### src/rtl/mem_arbiter_pkg.sv
// Shared types and defaults for the global-memory arbiter.
package mem_arbiter_pkg;

    typedef enum logic [1:0] {
        IDLE,
        ISSUE,
        WAIT,
        RESP
    } state_t;

    localparam int unsigned DEFAULT_ADDR_WIDTH = 32;
    localparam int unsigned DEFAULT_DATA_WIDTH = 32;

    function automatic int unsigned idx_width(input int unsigned n);
        return (n > 1) ? $clog2(n) : 1;
    endfunction

endpackage

### src/rtl/mem_arbiter_rr_picker.sv
// Combinational round-robin picker: first requesting index at or after i_ptr, wrapping.
module rr_picker
    import mem_arbiter_pkg::*;
#(
    parameter int unsigned NUM_REQ = 4,
    localparam int unsigned IDX_W = idx_width(NUM_REQ)
) (
    input  logic [NUM_REQ-1:0] i_req,
    input  logic [IDX_W-1:0]   i_ptr,
    output logic               o_valid,
    output logic [IDX_W-1:0]   o_idx
);

    always_comb begin
        int unsigned j;
        o_valid = 1'b0;
        o_idx   = '0;
        j       = 0;
        for (int unsigned k = 0; k < NUM_REQ; k++) begin
            j = (32'(i_ptr) + k) % NUM_REQ;
            if (!o_valid && i_req[j[IDX_W-1:0]]) begin
                o_valid = 1'b1;
                o_idx   = j[IDX_W-1:0];
            end
        end
    end

endmodule

### src/rtl/mem_arbiter.sv
// Round-robin arbiter sharing one global-memory port among NUM_REQ requesters.
// Optional build macro ARB_HOST_PRIORITY_EN: requester 0 pre-empts round-robin.
module mem_arbiter
    import mem_arbiter_pkg::*;
#(
    parameter int unsigned NUM_REQ    = 4,
    parameter int unsigned ADDR_WIDTH = DEFAULT_ADDR_WIDTH,
    parameter int unsigned DATA_WIDTH = DEFAULT_DATA_WIDTH
) (
    input  logic                             clk,
    input  logic                             rst,
    input  logic [NUM_REQ-1:0]               req_rd_req,
    input  logic [NUM_REQ-1:0]               req_wr_req,
    input  logic [NUM_REQ*ADDR_WIDTH-1:0]    req_addr,
    input  logic [NUM_REQ*DATA_WIDTH-1:0]    req_wr_data,
    output logic [NUM_REQ-1:0]               req_ack,
    output logic [DATA_WIDTH-1:0]            req_rd_data,
    output logic                             busy,
    output logic                             mem_rd_req,
    output logic                             mem_wr_req,
    output logic [ADDR_WIDTH-1:0]            mem_addr,
    output logic [DATA_WIDTH-1:0]            mem_wr_data,
    input  logic [DATA_WIDTH-1:0]            mem_rd_data,
    input  logic                             mem_ack
);

    localparam int unsigned IDX_W = idx_width(NUM_REQ);
    localparam logic [IDX_W-1:0]   LAST_IDX = IDX_W'(NUM_REQ - 1);
    localparam logic [NUM_REQ-1:0] ONE_HOT0 = NUM_REQ'(1);

    state_t                r_state, w_state_next;
    logic [IDX_W-1:0]      r_ptr, r_grant;
    logic                  r_is_wr;
    logic [ADDR_WIDTH-1:0] r_addr;
    logic [DATA_WIDTH-1:0] r_wdata, r_rdata;

    logic [NUM_REQ-1:0]    w_req;
    logic                  w_pick_valid;
    logic [IDX_W-1:0]      w_pick_idx, w_win, w_ptr_next;
    logic                  w_ptr_upd;

    assign w_req = req_rd_req | req_wr_req;

    rr_picker #(
        .NUM_REQ (NUM_REQ)
    ) u_picker (
        .i_req   (w_req),
        .i_ptr   (r_ptr),
        .o_valid (w_pick_valid),
        .o_idx   (w_pick_idx)
    );

`ifdef ARB_HOST_PRIORITY_EN
    // Host grants leave ptr alone so the cores' rotation is not disturbed.
    assign w_win     = w_req[0] ? '0 : w_pick_idx;
    assign w_ptr_upd = !w_req[0];
`else
    assign w_win     = w_pick_idx;
    assign w_ptr_upd = 1'b1;
`endif

    assign w_ptr_next  = (w_win == LAST_IDX) ? '0 : w_win + 1'b1;
    assign mem_addr    = r_addr;
    assign mem_wr_data = r_wdata;

    always_comb begin
        w_state_next = r_state;
        mem_rd_req   = 1'b0;
        mem_wr_req   = 1'b0;
        req_ack      = '0;
        req_rd_data  = '0;
        busy         = (r_state != IDLE);
        unique case (r_state)
            IDLE:  if (w_pick_valid) w_state_next = ISSUE;
            ISSUE: begin
                mem_rd_req   = !r_is_wr;
                mem_wr_req   = r_is_wr;
                w_state_next = WAIT;
            end
            WAIT:  if (mem_ack) w_state_next = RESP;
            RESP: begin
                req_ack      = ONE_HOT0 << r_grant;
                req_rd_data  = r_is_wr ? '0 : r_rdata;
                w_state_next = IDLE;
            end
            default: w_state_next = IDLE;
        endcase
    end

    always_ff @(posedge clk) begin
        if (rst) begin
            r_state <= IDLE;
            r_ptr   <= '0;
            r_grant <= '0;
            r_is_wr <= 1'b0;
            r_addr  <= '0;
            r_wdata <= '0;
            r_rdata <= '0;
        end else begin
            r_state <= w_state_next;
            if (r_state == IDLE && w_pick_valid) begin
                r_grant <= w_win;
                // Write wins when both strobes are set.
                r_is_wr <= req_wr_req[w_win];
                r_addr  <= req_addr[w_win*ADDR_WIDTH +: ADDR_WIDTH];
                r_wdata <= req_wr_data[w_win*DATA_WIDTH +: DATA_WIDTH];
                if (w_ptr_upd) r_ptr <= w_ptr_next;
            end
            if (r_state == WAIT && mem_ack) r_rdata <= mem_rd_data;
        end
    end

endmodule

### config.mk
export PLATFORM = sky130hd
export DESIGN_NAME = mem_arbiter
export DESIGN_NICKNAME = d
export VERILOG_FILES = /design/src/rtl/mem_arbiter_pkg.sv /design/src/rtl/mem_arbiter_rr_picker.sv /design/src/rtl/mem_arbiter.sv
export SDC_FILE = /design/constraint.sdc
export NUM_CORES = 1
export LEC_CHECK = 0
export CAP_MARGIN = 20
export CORE_AREA = 2 2 157 159
export DETAILED_ROUTE_END_ITERATION = 10
export DIE_AREA = 0 0 159 161
export PLACE_DENSITY_LB_ADDON = 0.3
export SLEW_MARGIN = 10
export SYNTH_ARGS = -nofsm -noshare
export SYNTH_HDL_FRONTEND = slang
export SYNTH_SLANG_ARGS = --single-unit
export TNS_END_PERCENT = 10
### constraint.sdc
create_clock -name clk -period 2.9 [get_ports clk]
set_input_delay 0.58 -clock clk [delete_from_list [all_inputs] [get_ports clk]]
set_output_delay 0.58 -clock clk [all_outputs]
set_load 0.005 [all_outputs]
==> Yosys cells after proc, flatten, opt, wreduce, memory -nomap -nowiden <==
Index checks and enable logic that the tools add are counted.
{ "op_classes": {"n_addsub": 4, "magnitude_cmp": 5, "n_eq_ne": 6, "shift": 3, "muxes": 27, "bitwise_logic": 1, "reduce_logical": 12} }
{ "op_table": {"columns": ["cell", "count"], "rows": [
  ["indexed part select 128 x 8 -> 32 bit", 2],
  ["2-to-1 mux 32 bit", 2],
  ["< comparator 2 x 3 -> 1 bit (second input constant)", 5],
  ["2-to-1 mux 2 bit", 7],
  ["2-to-1 mux 1 bit", 11],
  ["binary-select mux 1 bit (select 2 bit)", 5],
  ["case mux 2 bit (4 select lines)", 1],
  ["== test 2 bit (second input constant)", 3],
  ["logical AND 1 bit", 5],
  ["adder 2 x 1 -> 2 bit (second input constant)", 2],
  ["adder 2 bit (second input constant)", 2],
  ["logical NOT 1 bit", 4],
  ["2-to-1 mux 4 bit", 1],
  ["!= test 2 bit (second input constant)", 2],
  ["bitwise OR 4 bit", 1],
  ["<< shifter 1 x 2 -> 4 bit (first input constant)", 1],
  ["== test 2 x 1 -> 1 bit (second input constant)", 1],
  ["logical NOT 2 bit", 1],
  ["AND reduction 2 bit", 1],
  ["nonzero test 2 bit", 1]
]} }
{ "word_totals": {"regBits": 103, "out_inout_bits": 103, "word_cells": 65} }

==> Depth between registers and ports, before layout <==
Gate-level depths: netlist of the first run.
{ "logic_depth": {"word_depth": 15, "mapped_depth": 9, "ltp_nobuf": 7} }

==> Hierarchy <==
From an unflattened synthesis of the first run, not the netlist that was laid out.
{ "hier_totals": {"hier_cells": 603, "area_unflattened_um2": 5629.1} }
{ "by_module_without_submodules": {"columns": ["mod", "n_inst", "cells_per_inst", "area_each_um2"], "rows": [
  ["mem_arbiter", 1, 588, 5551.6],
  ["rr_picker", 1, 15, 77.6]
]} }

==> Worst setup path before layout of the first run <==
OpenSTA, ideal clock, no wires.
{ "synth_path": {"path_type": "input -> register", "start": "in req_rd_req[1]", "end": "reg r_addr[0] (netlist: mem_addr[0])", "t_arrival_ns": 1.821, "required_ns": 2.772, "path_slack_ns": 0.951, "stages": 8, "path_buffers": 3, "path_cell_list": "or2_1 > o21bai_1 > a21oi_1 > buf_4 > buf_12 > buf_6 > mux2i_1 > o221ai_2"} }
{ "synth_via": {"elab_chain_cells": 14} }
{ "synth_lines": {"columns": ["item", "line_no", "rtl"], "rows": [
  ["from (decl)", "mem_arbiter.sv:12", "input logic [NUM_REQ-1:0] req_rd_req,"],
  ["bitwise OR 4 bit *", "mem_arbiter.sv:42", "assign w_req = req_rd_req | req_wr_req;"],
  ["binary-select mux 1 bit (select 2 bit)", "mem_arbiter_rr_picker.sv:21", "if (!o_valid && i_req[j[IDX_W-1:0]]) begin"],
  ["2-to-1 mux 1 bit (not written as such)", "mem_arbiter_rr_picker.sv:21", null],
  ["2-to-1 mux 1 bit", "mem_arbiter_rr_picker.sv:21", null],
  ["logical NOT 1 bit", "mem_arbiter_rr_picker.sv:21", null],
  ["logical AND 1 bit", "mem_arbiter_rr_picker.sv:21", null],
  ["2-to-1 mux 1 bit", "mem_arbiter_rr_picker.sv:21", null],
  ["logical NOT 1 bit", "mem_arbiter_rr_picker.sv:21", null],
  ["logical AND 1 bit", "mem_arbiter_rr_picker.sv:21", null],
  ["2-to-1 mux 1 bit", "mem_arbiter_rr_picker.sv:21", null],
  ["logical NOT 1 bit", "mem_arbiter_rr_picker.sv:21", null],
  ["logical AND 1 bit", "mem_arbiter_rr_picker.sv:21", null],
  ["2-to-1 mux 2 bit / 2-to-1 mux 1 bit (equally long branches)", "mem_arbiter_rr_picker.sv:21", null],
  ["indexed part select 128 x 8 -> 32 bit / logical AND 1 bit (equally long branches)", "mem_arbiter.sv:105, mem_arbiter.sv:101", null],
  ["to (signal assigned)", "mem_arbiter.sv:105", "r_addr <= req_addr[w_win*ADDR_WIDTH +: ADDR_WIDTH];"],
  ["to (decl)", "mem_arbiter.sv:34", "logic [ADDR_WIDTH-1:0] r_addr;"]
]} }
Every way passes the cells marked *; elsewhere a longest branch is shown, timed or not. The select of a mux whose other input is x is not followed.
A chain may end at the register's enable or synchronous reset.

==> Worst setup path after layout of the first run <==
{ "layout_path": {"start": "reg r_state[0]", "end": "out req_rd_data[28]"} }
{ "layout_via": {"elab_chain_cells": 2} }
{ "layout_lines": {"columns": ["item", "line_no", "rtl"], "rows": [
  ["from (decl)", "mem_arbiter.sv:31", "state_t r_state, w_state_next;"],
  ["from (signal assigned)", "mem_arbiter.sv:100", "r_state <= w_state_next;"],
  ["== test 2 bit", "mem_arbiter.sv:73", "unique case (r_state)"],
  ["2-to-1 mux 32 bit", "mem_arbiter.sv:73", null],
  ["to (decl)", "mem_arbiter.sv:17", "output logic [DATA_WIDTH-1:0] req_rd_data,"]
]} }
No other way between the ends.

==> results.md, run 1 <==
* Vias in the first global route at 6,171
* CP startpoint: r_state[0]
* Worst VDD drop at 0.470 mV
* Crit-path max FO at 23
* Static leakage at 3.85 nW
* Synth unique cells at 35
* DR vias at 5,956
* Via density at 4.52
* Cell Rows at 57
* Sw frac at 35.9%
* Core area at 0.0240 mm^2
* Final Setup Violations at 0
* Cell count after synthesis at 597
* Total GRT Usage at 17.2%
* CP delay by family, top: buffers and inverters
* Post-synthesis sequential area ratio at 35.9%
* Clock share of power at 16.9%
* CP max-delay cell: clkdlybuf4s50_1
* Arr. time, crit path at 2.16 ns
* CTS clk-pin slew, worst paths at 0.09 ns
* CTS tree: done
* Final Max Tran Viols at 0
* Crit share post-route at 94.5%
* Layout cells sized above 1 at 8.64%
* RSZ-0062 raised after global routing: no
* P&R area growth vs syn at 83.5%
* Most common cell in the netlist: mux2i_1
* Core Util, Final at 44.0%
* First-pass GRT wire length at 34,700 um
* Net Sw Power at 2.80 mW
* Synth area leaders: dfxtp_1 36%, mux2i_1 23%, nand2_1 8.6%
* CP endpoint kind: output pin
* Critical path startpoint category: register
* Global route overflow at 0
* # fillers at 2,367
* Syn nets at 901
* Flop pwr share at 29.3%
* FF-to-FF Start: r_ptr[0]
* Post-CTS setup buffer count at 0
* ANT nets after route at 0
* Combinational share of power at 53.8%
* Starting Density at 24.0%
* Minimum clock period at 2.74 ns
* Critical setup path kind: reg -> out
* Most frequent cells after synthesis: 133 x mux2i_1, 132 x nand2_1, 103 x dfxtp_1
* Internal at 4.99 mW
* Die H at 161 um
* Post-Route Setup TNS at 0 ns
* Ys async rst share at 0%
* Yosys top cell area share at 35.9%
* Max incr delay on CP at 0.53 ns
* CTS Hold Bufs at 0
* Nets at 1,294
* Synth Area per Inst at 9.63 um^2
* Mapped cell area at 0.00575 mm^2
* Total length of routed wires at 22,800 um
* Status: completed
* H-tree Lvls at 3
* Drt first pass iters at 4
* Fin. Hold Viols at 0
* Clock root buffer: clkbuf_16
* CTS-repair resized insts at 0
* Critical Path RT at 2.32 ns
* Max cap viols at 0
* Min-Delay Path Class: reg -> reg
* Initial antenna violation count at 0
* EDFF count, synth at 0
* Die Wd at 159 um
* WL per Instance at 17.2 um
* CTS buffer count at 9
* Largest net degree at the start of global routing at 50
* Pwr/cell area at 738 mW/mm^2
* Peak Freq at 365 MHz
* Placer congestion estimate at 0.793
* Synth warnings at 0
* Crit-path cells: ha_1 > nor2b_1 > buf_4 > and2_1 > clkdlybuf4s50_1
* Antenna cells at 0
* Worst min-delay path startpoint: r_rdata[10]
* #FFs+latches synth at 103
* WP buf/inv at 2
* Residual DRC count at 0
* Die area at 0.0256 mm^2
* Main synth FF type: dfxtp_1
* Synth area leader: dfxtp_1
* Normalized max-slew margin at 55.7%
* Number of I/O port buffers at 401
* Number of I/O pins at 402
* Clock skew at 0.00986 ns
* Clock Path Buffers at 2
* HPWL Detailed at 17,400 um
* DRT iter0 DRCs at 247
* Worst slew pin tran at 0.663 ns
* Sink Count at 103
* Clock latency on the worst-skew pair at 0.36 ns
[sequential cells by signal (all words and copies together) (netlist names)]
name         count
r_ptr            2
r_state          2
mem_addr        32
mem_wr_data     32
r_rdata         32
r_grant          2
r_is_wr          1
[stage by stage]
stage	instance area, um^2	power (mW)	worst slack, ns	std cells	hold WS (ns)
2_1_floorplan	5750	4.46	0.951	597	0.432
3_3_place_gp	10200	6.54	0.184	1303	0.438
3_5_place_dp	10200	6.55	0.154	1303	0.442
4_1_cts	10500	7.92	0.119	1319	0.455
5_1_grt	10500	8.29	0.0236	1319	0.469
6_report	10500	7.78	0.158	1319	0.452
[final cells by class]
type	instances	area (um^2)	area share [%]
clock buffers	9	225	2.14
well taps	324	405	3.84
clock inverters	7	88.8	0.842
repair buffers	432	4420	41.9
multi-input cells	438	3320	31.5
inverters	6	22.5	0.214
flip-flops and latches	103	2060	19.6
[tightest hold or removal path: cells and delay by family (launching register included)]
kind,cells,cell delay (ns)
AOI/OAI and AO/OA,1,0.05
and+or+nand+nor,1,0.05
DFF,1,0.31
[cell usage in the layout, fill, tap and decap left out, types with 2 or more instances in the layout]
| master | count |
|---|---|
| clkinv_8 | 2 |
| nor2b_1 | 3 |
| o221ai_1 | 37 |
| inv_8 | 2 |
| inv_6 | 2 |
| a21oi_1 | 33 |
| nor2_4 | 2 |
| buf_4 | 17 |
| and2_1 | 34 |
| clkbuf_16 | 9 |
| inv_1 | 6 |
| clkdlybuf4s50_1 | 401 |
| mux2i_1 | 133 |
| o221ai_2 | 30 |
| ha_1 | 5 |
| dfxtp_1 | 103 |
| nor2_1 | 9 |
| buf_12 | 14 |
| a211oi_1 | 2 |
| nand2_1 | 131 |
| or2_1 | 2 |
[power groups by stage]
stage / clock network [mW] / registers, mW / logic [mW]
global route: 1.41 / 2.36 / 4.52
detailed placement: 0 / 2.31 / 4.24
floorplan: 0 / 2.30 / 2.16
global placement: 0 / 2.31 / 4.23
CTS: 1.37 / 2.29 / 4.26
finish: 1.31 / 2.28 / 4.19
[layer usage]
metal	share of wire, %	GRT usage [%]
met5	0	0
met4	1.8	4.92
met3	7.8	5.62
met2	49	30.5
met1	41	19.8
[worst paths after layout]
kind                            cells after the start  slack [ns]         endpoint
worst max register to register                      7        1.06  mem_wr_data[14]
worst max-delay path                                5        0.16  req_rd_data[28]
worst min register to register                      2        0.45      r_rdata[10]
worst min-delay path                                2        0.45      r_rdata[10]
[cells by family (layout without fill, tap and decap cells)]
family	Yosys count	in the layout	share of synthesized area [%]
buffers and inverters	56	454	6.88
and+or+nand+nor	190	190	15.1
adders and majority gates	5	5	1.09
xor gates and xnor gates	1	1	0.152
AOI/OAI and AO/OA	109	109	17.8
muxes	133	133	23.2
DFF	103	103	35.9
Note: power is estimated with default switching activity, not from simulation.
==> run 2: changes to the inputs <==
--- a/config.mk
+++ b/config.mk
@@ -7,9 +7,11 @@
 export LEC_CHECK = 0
 export CAP_MARGIN = 20
 export CORE_AREA = 2 2 157 159
+export CTS_CLUSTER_SIZE = 40
 export DETAILED_ROUTE_END_ITERATION = 10
 export DIE_AREA = 0 0 159 161
 export PLACE_DENSITY_LB_ADDON = 0.3
+export SETUP_SLACK_MARGIN = 0.5
 export SLEW_MARGIN = 10
 export SYNTH_ARGS = -nofsm -noshare
 export SYNTH_HDL_FRONTEND = slang
==> results.md, run 2 (synthesis gave the netlist of run 1 again) <==
* Status: completed
* Final Setup Violations at 0 (unchanged)
* Normalized max-slew margin at 57.4% (+1.7 points)
* Crit-path max FO at 9 (-61%)
* Number of I/O port buffers at 401 (unchanged)
* Residual DRC count at 0 (unchanged)
* Pwr/cell area at 738 mW/mm^2 (about the same)
* First-pass GRT wire length at 34,900 um (+0.48%)
* DR vias at 5,962 (+0.10%)
* RSZ-0062 raised after global routing: yes
* Total length of routed wires at 22,800 um (+0.11%)
* Placed Cells at 1,303 (unchanged)
* Cell Rows at 57 (unchanged)
* Crit-path cells: ha_4 > nor2b_4 > buf_4 > and2_1 > clkdlybuf4s50_1
* CTS clk-pin slew, worst paths at 0.09 ns (about the same)
* Vias in the first global route at 6,176 (+0.081%)
* Global route overflow at 0 (unchanged)
* WP buf/inv at 2 (unchanged)
* Drt first pass iters at 5 (+1)
* Antenna cells at 0 (unchanged)
* Starting Density at 24.0% (unchanged)
* Clock latency on the worst-skew pair at 0.36 ns (about the same)
* CTS Hold Bufs at 0 (unchanged)
* Total GRT Usage at 17.3% (+0.088 points)
* Die H at 161 um (unchanged)
* Initial antenna violation count at 0 (unchanged)
* Commonest non-fill, non-tap cell in the layout: clkdlybuf4s50_1
* Die area at 0.0256 mm^2 (unchanged)
* Post-CTS setup buffer count at 0 (unchanged)
* Sink Count at 103 (unchanged)
* ANT nets after route at 0 (unchanged)
* Placer congestion estimate at 0.793 (unchanged)
* Via density at 4.52 (about the same)
* Number of I/O pins at 402 (unchanged)
* Clock skew at 0.0104 ns (+0.000517 ns)
* Post-Route Setup TNS at 0 ns (unchanged)
* Max cap viols at 0 (unchanged)
* Arr. time, crit path at 1.92 ns (-0.24 ns)
* Die Wd at 159 um (unchanged)
* Nets at 1,295 (+0.077%)
* Static leakage at 3.86 nW (+0.19%)
* Most frequent cells in the layout: 401 x clkdlybuf4s50_1, 133 x mux2i_1, 131 x nand2_1, 101 x dfxtp_1, 37 x o221ai_1
* Critical Path RT at 2.32 ns (about the same)
* CP delay by family, top: buffers and inverters
* Minimum clock period at 2.50 ns (-0.245 ns)
* Crit share post-route at 86.1% (-8.5 points)
* Fin. Hold Viols at 0 (unchanged)
* Core area at 0.0240 mm^2 (unchanged)
* WL per Instance at 17.3 um (about the same)
* CP endpoint kind: output pin
* Worst slew pin tran at 0.637 ns (-0.0259 ns)
* CTS tree: done
* Non-Filler Instances at 1,320 (+0.076%)
* Clock root buffer: clkbuf_16
* Clock Path Buffers at 2 (unchanged)
* Critical path startpoint category: register
* P&R area growth vs syn at 84.3%
* Final Max Tran Viols at 0 (unchanged)
* Max incr delay on CP at 0.52 ns (about the same)
* Worst VDD drop at 0.470 mV (about the same)
* DRT iter0 DRCs at 263 (+6.5%)
* HPWL Detailed at 17,400 um (unchanged)
* H-tree Lvls at 3 (unchanged)
* Min-Delay Path Class: reg -> reg
* Layout cells sized above 1 at 9.14% (+0.49 points)
* CTS buffer count at 9 (unchanged)
* Peak Freq at 401 MHz (+9.8%)
* Critical setup path kind: reg -> out
* CP max-delay cell: clkdlybuf4s50_1
* Largest net degree at the start of global routing at 50 (unchanged)
[run 2: final cells by class]
type,count,area [um^2]
clock inverter,7,88.8
fill,2369,13400
clock buffer,9,225
multi-input combinational,438,3340
tap,324,405
sequential,103,2070
timing repair buffer,433,4440
inverter,6,22.5
[run 2: path summary, 6_finish.rpt]
check                                 start              end  slack [ns]  depth (start not counted)
worst max-delay path             r_state[0]   req_rd_data[0]        0.40                          5
worst min-delay path            r_rdata[28]      r_rdata[28]        0.45                          2
worst max register to register     r_ptr[0]  mem_wr_data[14]        1.05                          7
worst min register to register  r_rdata[28]      r_rdata[28]        0.45                          2
[run 2: routing by layer]
metal / wire length [um] / track usage (%) / vias up / share of wire, %
met5: 0 / 0 / - / 0
met4: 415 / 4.92 / 0 / 1.8
met3: 1770 / 5.62 / 20 / 7.8
met2: 11200 / 30.7 / 257 / 49
met1: 9410 / 20.0 / 2747 / 41
li1: - / - / 2938 / -
[run 2: stage by stage]
| step | area (um^2) | utilization [%] | hold WS, ns | power (mW) | setup WS [ns] |
|---|---|---|---|---|---|
| floorplan | 5750 | - | 0.432 | 4.46 | 0.951 |
| global placement | 10200 | 42.7 | 0.438 | 6.54 | 0.184 |
| detailed placement | 10200 | 42.7 | 0.442 | 6.55 | 0.154 |
| CTS | 10600 | 44.2 | 0.455 | 7.95 | 0.377 |
| global route | 10600 | 44.2 | 0.469 | 8.33 | 0.319 |
| finish | 10600 | 44.2 | 0.453 | 7.82 | 0.403 |
[run 2: report_power, final]
group	internal (mW)	switching [mW]	total [mW]	leakage [nW]
registers	1.97	0.325	2.30	0.847
clock network	0.630	0.680	1.31	0.153
logic	2.41	1.80	4.21	2.86
total	5.01	2.81	7.82	3.86
[run 2: timing repair]
| item | in CTS | in global routing |
|---|---|---|
| cloned | 1 | 0 |
| endpoints found under the hold margin | 0 | 0 |
| setup endpoints to repair | 32 | 75 |
| resized for setup | 9 | 2 |
[run 2: worst reg2reg max path: stages, from the launching register on]
cell      delay (ns)
dfxtp_1         0.41
nor2b_1         0.15
o21bai_1        0.10
a21oi_4         0.26
buf_12          0.23
buf_12          0.20
mux2i_1         0.25
o221ai_1        0.13
==> run 3: changes to the inputs <==
--- a/config.mk
+++ b/config.mk
@@ -5,6 +5,7 @@
 export SDC_FILE = /design/constraint.sdc
 export NUM_CORES = 1
 export LEC_CHECK = 0
+export ABC_AREA = 1
 export CAP_MARGIN = 20
 export CORE_AREA = 2 2 157 159
 export CTS_CLUSTER_SIZE = 40
@@ -12,6 +13,7 @@
 export DIE_AREA = 0 0 159 161
 export PLACE_DENSITY_LB_ADDON = 0.3
 export SETUP_SLACK_MARGIN = 0.5
+export SKIP_CTS_REPAIR_TIMING = 1
 export SLEW_MARGIN = 10
 export SYNTH_ARGS = -nofsm -noshare
 export SYNTH_HDL_FRONTEND = slang
==> results.md, run 3 <==
* Most common cell in the netlist: nand2_1
* Synth warnings at 0 (unchanged)
* Clock root buffer: clkbuf_16
* Die Wd at 159 um (unchanged)
* Synth area leader: dfxtp_1
* WHS Path Cells at 2 (unchanged)
* WL per Instance at 15.5 um (-10%)
* Initial antenna violation count at 0 (unchanged)
* Main synth FF type: dfxtp_1
* Core Util, Final at 50.8% (+6.6 points)
* Cell count after synthesis at 1,272 (+110%)
* Ys async rst share at 0% (unchanged)
* Fin. Hold Viols at 0 (unchanged)
* Hold WS at 0.485 ns (+0.0322 ns)
* DR vias at 9,200 (+54%)
* Arr. time, crit path at 1.84 ns (-0.08 ns)
* Internal at 6.17 mW (+23%)
* Static leakage at 5.79 nW (+50%)
* Combinational share of power at 70.2% (+16 points)
* Sink Count at 103 (unchanged)
* Status: completed
* Critical path startpoint category: register
* Antenna cells at 0 (unchanged)
* Net Sw Power at 5.69 mW (+100%)
* Syn nets at 1,576 (+75%)
* Final worst slack at 0.481 ns (+0.0772 ns)
* Total length of routed wires at 30,600 um (+34%)
* Number of I/O pins at 402 (unchanged)
* Clock latency on the worst-skew pair at 0.37 ns (about the same)
* Post-Route Setup TNS at 0 ns (unchanged)
* Sink of the worst hold path: r_rdata[29]
* Post-place setup slack at -0.0524 ns (-0.207 ns)
* P&R area growth vs syn at 74.2%
* Most frequent cells after synthesis: 319 x nand2_1, 269 x nor2_1, 213 x nand3_1
* EDFF count, synth at 0 (unchanged)
* FF-to-FF Start: r_ptr[1]
* Most frequent cells in the layout: 397 x clkdlybuf4s50_1, 309 x nand2_1, 261 x nor2_1, 208 x nand3_1, 190 x inv_1
* Crit-path max FO at 17 (+8)
* Residual DRC count at 0 (unchanged)
* RSZ-0062 raised after global routing: yes
* Nets at 1,946 (+50%)
* #FFs+latches synth at 103 (unchanged)
* Synth unique cells at 23 (-34%)
* Max cap viols at 0 (unchanged)
* Normalized max-slew margin at 42.1% (-15 points)
* Worst min-delay path startpoint: r_rdata[29]
* Worst VDD drop at 0.528 mV (+12%)
* CTS tree: done
* R2R Path End: mem_wr_data[20]
* Commonest non-fill, non-tap cell in the layout: clkdlybuf4s50_1
* Core area at 0.0240 mm^2 (unchanged)
* Minimum clock period at 2.42 ns (-0.0772 ns)
* Die H at 161 um (unchanged)
* CP startpoint: r_state[0]
* Placer congestion estimate at 0.894 (+13%)
* CTS buffer count at 9 (unchanged)
* Clock skew at 0.0167 ns (+0.00631 ns)
* H-tree Lvls at 3 (unchanged)
* Clock share of power at 11.0% (-5.8 points)
* Post-synthesis sequential area ratio at 29.5% (-6.3 points)
* Max incr delay on CP at 0.53 ns (about the same)
* First-pass GRT wire length at 43,300 um (+24%)
* Final Max Tran Viols at 0 (unchanged)
* Final Setup Violations at 0 (unchanged)
* Die area at 0.0256 mm^2 (unchanged)
* ANT nets after route at 0 (unchanged)
* Final Cell Area at 0.0122 mm^2 (+15%)
* Drt first pass iters at 7 (+2)
* Critical Path RT at 2.32 ns (about the same)
* Yosys top cell area share at 29.5% (-6.3 points)
* Dpl cell area at 0.0113 mm^2 (+10%)
* Peak Freq at 413 MHz (+3.2%)
* Pwr/cell area at 975 mW/mm^2 (+32%)
* Clock Path Buffers at 2 (unchanged)
* DRT iter0 DRCs at 706 (+170%)
* Synth area leaders: dfxtp_1 30%, nand2_1 17%, nand3_1 15%
* Crit share post-route at 83.4% (-2.7 points)
* Sw frac at 48.0% (+12 points)
* Starting Density at 29.1% (+5.1 points)
* Flop pwr share at 18.8% (-11 points)
* Pwr Total at 11.9 mW (+52%)
* Global route overflow at 0 (unchanged)
* Total GRT Usage at 20.9% (+3.6 points)
* Cell Rows at 57 (unchanged)
* Number of I/O port buffers at 401 (unchanged)
* Worst slew pin tran at 0.868 ns (+0.230 ns)
* CTS clk-pin slew, worst paths at 0.08 ns (about the same)
* Layout cells sized above 1 at 6.07% (-3.1 points)
* Worst reg-to-reg setup slack at 0.68 ns (-0.37 ns)
* Placed Cells at 1,937 (+49%)
* CP endpoint kind: output pin
* Via density at 4.67 (+3.3%)
* Vias in the first global route at 8,413 (+36%)
* Min-Delay Path Class: reg -> reg
* R2r worst-path depth at 13 (+6)
* Crit-path cells: ha_4 > buf_12 > inv_1 > nor3_1 > clkdlybuf4s50_1
* Mapped cell area at 0.00698 mm^2 (+21%)
* CP max-delay cell: clkdlybuf4s50_1
* Non-Filler Instances at 1,971 (+49%)
* HPWL Detailed at 20,400 um (+17%)
* Largest net degree at the start of global routing at 102 (+100%)
* Synth Area per Inst at 5.49 um^2 (-43%)
* Critical setup path kind: reg -> out
==> run 3: layout make-up <==
cell class	count	area (um^2)
clock buffer	9	225
fill	2454	11800
clock inverter	7	86.3
inverter	195	752
timing repair buffer	442	4700
multi-input combinational	891	3930
sequential	103	2070
tap	324	405
==> run 3: cells by family after synthesis <==
logic type               Yosys count  share of synthesized area (%)
AO/OA/AOI/OAI                     77                           5.65
adder cells (fa/ha/maj)            5                          0.896
buffers and inverters            278                           16.3
flip-flops                       103                           29.5
AND/OR/NAND/NOR                  809                           47.6
==> run 3: power groups by stage <==
stage	Combinational (mW)	Clock (mW)	Sequential (mW)
CTS	7.01	1.35	2.21
global placement	6.92	0	2.22
finish	8.33	1.31	2.22
global route	9.14	1.40	2.28
floorplan	4.37	0	2.21
detailed placement	6.98	0	2.24
==> run 3: how the worst max path moves through the flow <==
| stage | endpoint | depth (start not counted) |
|---|---|---|
| after global placement | mem_wr_data[7] | 14 |
| final | req_ack[0] | 5 |
| after global routing | req_ack[0] | 5 |
| after floorplan | mem_addr[0] | 14 |
| after detailed placement | r_ptr[1] | 14 |
| after CTS | req_ack[3] | 5 |
==> run 3: metal layers <==
metal	vias to the layer above	wire (um)	share of wire (%)	GRT usage, %
li1	4598	-	-	-
met1	4130	12600	41	24.7
met2	411	14700	48	36.5
met3	61	2360	7.7	5.08
met4	0	932	3.0	8.39
met5	-	0	0	0
==> run 3: worst max-delay path: cells and delay by family (launching register included) <==
family / cells / cell delay, ns
adder cells (fa/ha/maj): 1 / 0.18
AND/OR/NAND/NOR: 1 / 0.14
flip-flops: 1 / 0.38
buffers and inverters: 3 / 0.77
